## src/rtl/bp_io_host_responder_pkg.sv

```systemverilog
// Shared types for the IO host responder: memory message layout, host register map and decode targets.
package bp_io_host_responder_pkg;

  localparam int paddr_width_gp   = 40;
  localparam int payload_width_gp = 8;

  localparam logic [19:0] putchar_base_addr_gp = 20'h0_1000;
  localparam logic [19:0] finish_base_addr_gp  = 20'h0_2000;
  localparam logic [19:0] cycle_base_addr_gp   = 20'h0_3000;
  localparam logic [19:0] scratch_base_addr_gp = 20'h0_4000;
  // Selects the 4 KiB device page within the decoded 20-bit host window
  localparam logic [19:0] host_decode_mask_gp  = 20'hF_F000;

  typedef enum logic [3:0] {
    e_mem_msg_rd    = 4'd0,
    e_mem_msg_wr    = 4'd1,
    e_mem_msg_uc_rd = 4'd2,
    e_mem_msg_uc_wr = 4'd3
  } bp_mem_msg_e;

  typedef enum logic [2:0] {
    e_mem_size_1 = 3'd0,
    e_mem_size_2 = 3'd1,
    e_mem_size_4 = 3'd2,
    e_mem_size_8 = 3'd3
  } bp_mem_size_e;

  typedef struct packed {
    logic [63:0]                 data;
    logic [payload_width_gp-1:0] payload;
    bp_mem_size_e                size;
    logic [paddr_width_gp-1:0]   addr;
    bp_mem_msg_e                 msg_type;
  } bp_cce_mem_msg_s;

  localparam int mem_msg_width_gp = $bits(bp_cce_mem_msg_s);

  typedef enum logic [2:0] {
    e_putchar,
    e_finish,
    e_cycle,
    e_scratch,
    e_unmapped
  } bp_host_target_e;

  function automatic logic [63:0] size_mask(input bp_mem_size_e size);
    case (size)
      e_mem_size_1: return 64'h0000_0000_0000_00FF;
      e_mem_size_2: return 64'h0000_0000_0000_FFFF;
      e_mem_size_4: return 64'h0000_0000_FFFF_FFFF;
      default:      return 64'hFFFF_FFFF_FFFF_FFFF;
    endcase
  endfunction

endpackage

```

## src/rtl/bp_io_host_responder_fifo.sv

```systemverilog
// Small 1-read/1-write FIFO (bsg_fifo_1r1w_small style) holding putchar bytes.
// ready_o depends only on registered pointers, so a pop never frees a slot in the same cycle.
module bp_io_host_responder_fifo #(
  parameter int els_p   = 8,
  parameter int width_p = 8
) (
  input  logic               clk_i,
  input  logic               reset_n_i,
  input  logic               v_i,
  input  logic [width_p-1:0] data_i,
  output logic               ready_o,
  output logic               v_o,
  output logic [width_p-1:0] data_o,
  input  logic               yumi_i
);

  localparam int ptr_w_lp = $clog2(els_p);

  logic [width_p-1:0]  mem_r [els_p];
  logic [ptr_w_lp:0]   wptr_r, rptr_r;
  logic                full, empty, push, pop;

  assign empty   = (wptr_r == rptr_r);
  assign full    = (wptr_r[ptr_w_lp] != rptr_r[ptr_w_lp])
                 && (wptr_r[ptr_w_lp-1:0] == rptr_r[ptr_w_lp-1:0]);
  assign ready_o = ~full;
  assign v_o     = ~empty;
  assign data_o  = mem_r[rptr_r[ptr_w_lp-1:0]];
  assign push    = v_i & ~full;
  assign pop     = yumi_i & ~empty;

  always_ff @(posedge clk_i) begin
    if (push) mem_r[wptr_r[ptr_w_lp-1:0]] <= data_i;
  end

  always_ff @(posedge clk_i or negedge reset_n_i) begin
    if (!reset_n_i) begin
      wptr_r <= '0;
      rptr_r <= '0;
    end else begin
      if (push) wptr_r <= wptr_r + (ptr_w_lp+1)'(1);
      if (pop)  rptr_r <= rptr_r + (ptr_w_lp+1)'(1);
    end
  end

endmodule

```

## src/rtl/bp_io_host_responder.sv

```systemverilog
// Synthesizable host responder for uncached IO commands: putchar, finish, cycle counter, scratch.
// Optional trace: define BP_IO_HOST_RESPONDER_TRACE_EN for a per-command $display (sim only).
//  state  | meaning
//  e_idle | waiting for a command (ready unless putchar and char FIFO full)
//  e_resp | response held valid until io_resp_yumi_i
module bp_io_host_responder
  import bp_io_host_responder_pkg::*;
#(
  parameter int num_core_p      = 1,
  parameter int char_fifo_els_p = 8
) (
  input  logic                        clk_i,
  input  logic                        reset_n_i,
  input  logic [mem_msg_width_gp-1:0] io_cmd_i,
  input  logic                        io_cmd_v_i,
  output logic                        io_cmd_ready_o,
  output logic [mem_msg_width_gp-1:0] io_resp_o,
  output logic                        io_resp_v_o,
  input  logic                        io_resp_yumi_i,
  output logic [7:0]                  char_o,
  output logic                        char_v_o,
  input  logic                        char_yumi_i,
  output logic [num_core_p-1:0]       program_finish_o,
  output logic                        decode_err_o
);

  typedef enum logic {e_idle, e_resp} state_e;

  state_e            state_r, state_n;
  bp_cce_mem_msg_s   cmd, resp_r;
  bp_host_target_e   target;
  logic [19:0]       addr20;
  logic [8:0]        fin_idx;
  logic              is_uc, is_wr, accept, char_ready, char_push, finish_rd;
  logic [63:0]       rd_data, cycle_r, scratch_r, wr_mask;
  logic [num_core_p-1:0] finish_r;
  logic              err_r;

  assign cmd     = io_cmd_i;
  assign addr20  = cmd.addr[19:0];
  assign fin_idx = cmd.addr[11:3];
  assign is_uc   = (cmd.msg_type == e_mem_msg_uc_rd) || (cmd.msg_type == e_mem_msg_uc_wr);
  assign is_wr   = (cmd.msg_type == e_mem_msg_uc_wr);
  assign wr_mask = size_mask(cmd.size);

  // Cached traffic and misaligned offsets fall through to e_unmapped
  always_comb begin
    target = e_unmapped;
    if (is_uc && (addr20[2:0] == 3'b000)) begin
      if (addr20 == putchar_base_addr_gp)
        target = e_putchar;
      else if ((addr20 & host_decode_mask_gp) == finish_base_addr_gp
               && 32'(fin_idx) < 32'(num_core_p))
        target = e_finish;
      else if (addr20 == cycle_base_addr_gp)
        target = e_cycle;
      else if (addr20 == scratch_base_addr_gp)
        target = e_scratch;
    end
  end

  always_comb begin
    finish_rd = 1'b0;
    for (int c = 0; c < num_core_p; c++)
      if (fin_idx == 9'(c)) finish_rd = finish_r[c];
    rd_data = '0;
    if (!is_wr) begin
      case (target)
        e_finish:  rd_data = {63'b0, finish_rd};
        e_cycle:   rd_data = cycle_r;
        e_scratch: rd_data = scratch_r;
        default:   rd_data = '0;
      endcase
    end
  end

  assign io_cmd_ready_o = reset_n_i && (state_r == e_idle)
                          && !((target == e_putchar) && !char_ready);
  assign accept    = io_cmd_v_i & io_cmd_ready_o;
  assign char_push = accept & is_wr & (target == e_putchar);

  always_ff @(posedge clk_i or negedge reset_n_i) begin
    if (!reset_n_i) begin
      cycle_r   <= '0;
      scratch_r <= '0;
      finish_r  <= '0;
      err_r     <= 1'b0;
      resp_r    <= '0;
    end else begin
      cycle_r <= cycle_r + 64'd1;
      if (accept) begin
        resp_r <= {rd_data, cmd.payload, cmd.size, cmd.addr, cmd.msg_type};
        if (target == e_unmapped) err_r <= 1'b1;
        if (is_wr && target == e_scratch)
          scratch_r <= (scratch_r & ~wr_mask) | (cmd.data & wr_mask);
        if (is_wr && target == e_finish)
          for (int c = 0; c < num_core_p; c++)
            if (fin_idx == 9'(c)) finish_r[c] <= 1'b1;
      end
    end
  end

  always_ff @(posedge clk_i or negedge reset_n_i) begin
    if (!reset_n_i) state_r <= e_idle;
    else            state_r <= state_n;
  end

  always_comb begin
    state_n = state_r;
    case (state_r)
      e_idle:  if (accept)         state_n = e_resp;
      e_resp:  if (io_resp_yumi_i) state_n = e_idle;
      default:                     state_n = e_idle;
    endcase
  end

  assign io_resp_v_o      = (state_r == e_resp);
  assign io_resp_o        = resp_r;
  assign program_finish_o = finish_r;
  assign decode_err_o     = err_r;

  bp_io_host_responder_fifo #(
    .els_p   (char_fifo_els_p),
    .width_p (8)
  ) char_fifo (
    .clk_i     (clk_i),
    .reset_n_i (reset_n_i),
    .v_i       (char_push),
    .data_i    (cmd.data[7:0]),
    .ready_o   (char_ready),
    .v_o       (char_v_o),
    .data_o    (char_o),
    .yumi_i    (char_yumi_i)
  );

`ifdef BP_IO_HOST_RESPONDER_TRACE_EN
`ifndef SYNTHESIS
  always @(posedge clk_i) begin
    if (accept) begin
      $display("%t io_cmd type=%0d addr=%h data=%h", $time, cmd.msg_type, cmd.addr, cmd.data);
      if (is_wr && target == e_finish) $display("[CORE %0d FINISH]", fin_idx);
    end
  end
`endif
`else
  // no trace logic in this build
`endif

endmodule
```

## config.mk

```make
export PLATFORM = sky130hd
export DESIGN_NAME = bp_io_host_responder
export DESIGN_NICKNAME = d
export VERILOG_FILES = /design/src/rtl/bp_io_host_responder_pkg.sv /design/src/rtl/bp_io_host_responder_fifo.sv /design/src/rtl/bp_io_host_responder.sv
export SDC_FILE = /design/constraint.sdc
export NUM_CORES = 1
export LEC_CHECK = 0
export BUFFER_PORTS_ARGS = -buffer_cell sky130_fd_sc_hd__buf_2
export CORE_MARGIN = 8
export CORE_UTILIZATION = 30
export CTS_CLUSTER_SIZE = 20
export DETAILED_ROUTE_END_ITERATION = 8
export SYNTH_ARGS = -nofsm -noshare
export SYNTH_HDL_FRONTEND = slang
export SYNTH_SLANG_ARGS = --single-unit
```

## constraint.sdc

```tcl
create_clock -name clk_i -period 5.6 [get_ports clk_i]
set_input_delay 0.56 -clock clk_i [delete_from_list [all_inputs] [get_ports clk_i]]
set_output_delay 0.56 -clock clk_i [all_outputs]
set_load 0.02 [all_outputs]
```

==> flow_summary_export.csv <==
group,metric,value,unit
setup_path,path_depth,6,
timing,rsz0062_at_grt,"false",
cts,clk_pin_slew,0.05,ns
grt,track_usage,13.3,%
timing,finalCritPeriodShare,58.6,%
final_layout,syn2layout_area_growth,22.0,%
die,core_area,48700,µm²
placement,placed_cell_area,16700,µm²
synth,yosys_warnings,0,
synth,yosysTopAreaCellShare,43.8,%
final_layout,final_nets,1615,
final_layout,fin_util,36.9,%
timing,maxSlewViolCount,0,
grt,grt_max_degree,130,
timing,final_hold_viol_count,0,
die,die-area,56500,µm²
synth,synthCells,1243,
synth,syn-num-nets,1370,
synth,avgSynthCellArea,11.9,µm²
grt,grt_pass1_vias,10800,
min_path,holdPathStages,2,
final_layout,drive_above_1_share,29.7,%
setup_path,rr_worst_depth,5,
routing,drt_iter0_drc,585,
setup_path,rr_startpoint,"char_fifo.rptr_r[1]$_DFFE_PN0P_",
synth,synth.distinct_cells,44,
die,initial_core_util,30.2,%
placement,dp_cells,2111,
synth,ys_seq_area_share,56.8,%
min_path,hp-start,"io_cmd_i[38]",
die,die_h,238,µm
setup_path,cp-start-kind,"input port",
grt,antenna_found_initial,0,
synth,yosys-top-cells-area,"dfrtp_1 (44%), edfxtp_1 (13%), mux2_2 (7.2%), nor3_1 (5.1%), inv_1 (5.0%)",
placement,hpwl,26.5,mm
grt,grt_overflow_total,0,
cts,cts.path.max_buffers,3,
pwr,power_density,301,nW/µm²
cts,numCtsBuffers,38,
placement,gp_congestion,0.804,
setup_path,worstSetupPathType,"in2reg",
cts,h-tree-depth,2,
min_path,hold_end,"io_resp_o[38]$_DFFE_PN0P_",
setup_path,r2r-end,"char_fifo.mem_r[4][2]$_DFFE_PP_",
die,die_w,238,µm
synth,synth-main-ff-cell,"dfrtp_1",
setup_path,r2r_setup_slack,2.38,ns
setup_path,crit_slowest_cell,"nor3_1",
final_layout,nFillCells,4836,
pwr,irDropWorstVdd,0.225,mV
setup_path,cp_slowest_stage_delay,1.01,ns
timing,period_needed,3.28,ns
routing,vias_per_cell,4.60,
pwr,p_total,5.42,mW
timing,skew,0.0236,ns
die,io_pins,256,
synth,syn_area,14700,µm²
outcome,status,"completed",
synth,synthTopCellsByCount,"dfrtp_1 (258), inv_1 (197), nor3_1 (150), mux2_2 (94), xnor2_1 (70)",
routing,ant_nets,0,
flow_run,drv_cap,0,
die,rows,81,
synth,synth_area_leader_cell,"dfrtp_1",
timing,worstMarginPinSlew,1.19,ns
pwr,leakage,7.30,nW
timing,fmax,305,MHz
cts,postCtsResizedCells,0,
final_layout,design_area,18000,µm²
cts,insertion_delay,0.55,ns
final_layout,diodes,0,
setup_path,worst_setup_path_end_kind,"register",
cts,cts_tree,"done",
timing,slew_headroom,19.9,%
final_layout,final-instance-count-excl-fill,2181,
synth,yosysMostFrequentCell,"dfrtp_1",
routing,route.detailed.drc,0,
routing,vias,10000,
synth,ys_ff_latch,322,
setup_path,crit_family,"simple AND/OR/NAND/NOR gates",
grt,grt_pass1_wl,60.9,mm
timing,setup_viol,0,
timing,fin_setup_tns,0,ns
routing,post_drt_wl_per_cell,17.1,µm
cts,clock-sinks,322,
synth,async_reset_ff_share,80.1,%
synth,synth_edf_count,64,
setup_path,worstPathRequired,5.75,ns
setup_path,cp_max_fo,71,
min_path,hold_path.class,"in2reg",
placement,numPortBuffers,255,
cts,clockRootBuffer,"clkbuf_16",
routing,first_pass_iters,4,
setup_path,cp.buffers_inverters,2,
setup_path,crit_chain,"dlygate4sd3_1 > buf_8 > nand4b_1 > nor2_1 > nand2_1 > nor3_1",
setup_path,cp_data_arrival_time,3.43,ns
routing,wl,37.3,mm
==> power breakdown <==
| group | total [mW] | switching, mW | internal (mW) |
|---|---|---|---|
| clock network | 2.44 | 0.971 | 1.47 |
| logic | 0.450 | 0.278 | 0.172 |
| registers | 2.52 | 0.0425 | 2.48 |
==> repair_timing <==
item / in CTS / in global routing
hold buffers: 1 / 0
setup buffers: 0 / 0
hold endpoints to repair: 68 / 0
==> cell families after synthesis <==
kind of cell / after synthesis / synth area share, %
compound gates: 73 / 3.71
xor+xnor: 73 / 4.34
fa+ha+maj: 3 / 0.255
buf+inv: 266 / 7.09
flops: 322 / 56.8
mux: 209 / 16.6
simple gates: 297 / 11.1
==> area by class of cell <==
cell class	instances	area [µm²]	area share [%]
Tap cell	664	831	4.62
Multi-Input combinational cell	655	5360	29.8
Clock inverter	13	170	0.946
Inverter	197	739	4.11
Sequential cell	322	8380	46.6
Clock buffer	56	1070	5.94
Timing Repair Buffer	274	1440	8.02
==> routing by layer <==
metal | track usage [%] | vias to the layer above | wire length (µm) | share of wire (%)
met2 | 23.0 | 193 | 18700 | 50
met3 | 3.20 | 45 | 1860 | 5.0
li1 | - | 4795 | - | -
met1 | 16.6 | 5008 | 16000 | 43
met5 | 0 | - | 0 | 0
met4 | 3.28 | 0 | 690 | 1.9
==> placed cells by master, fill, tap and decap left out, types with 4 or more instances in the layout <==
master / n
clkbuf_1: 13
mux2_2: 94
buf_4: 17
o211ai_1: 64
edfxtp_1: 64
nor4_4: 4
inv_1: 197
or3_1: 4
clkinv_2: 4
nor4_1: 20
xnor2_1: 70
nor3b_1: 4
nor2_1: 22
mux2_1: 35
nor3_1: 150
buf_2: 254
mux2i_1: 64
and3_1: 4
clkbuf_8: 5
nand4_1: 25
clkbuf_16: 38
nand2_1: 21
nand3_1: 22
mux4_2: 16
dfrtp_1: 258
==> per-stage QoR <==
step | worst slack [ns] | hold slack [ns]
finish | 2.32 | 0.223
CTS | 2.24 | 0.187
global placement | 2.06 | 0.453
floorplan | 2.65 | 0.264
global route | 1.99 | 0.203
detailed placement | 1.89 | 0.467
==> worst max-delay path by stage <==
stage,from,end,slack (ns)
finish,reset_n_i,char_fifo.mem_r[4][2]$_DFFE_PP_,2.32
CTS,reset_n_i,char_fifo.mem_r[4][2]$_DFFE_PP_,2.24
detailed placement,io_cmd_i[21],char_fifo.mem_r[4][1]$_DFFE_PP_,1.89
floorplan,io_cmd_i[12],char_fifo.mem_r[0][0]$_DFFE_PP_,2.65
global placement,io_cmd_i[21],char_fifo.mem_r[4][1]$_DFFE_PP_,2.06
global route,reset_n_i,char_fifo.mem_r[1][2]$_DFFE_PP_,1.99
Power figures use the tool's default switching activity.
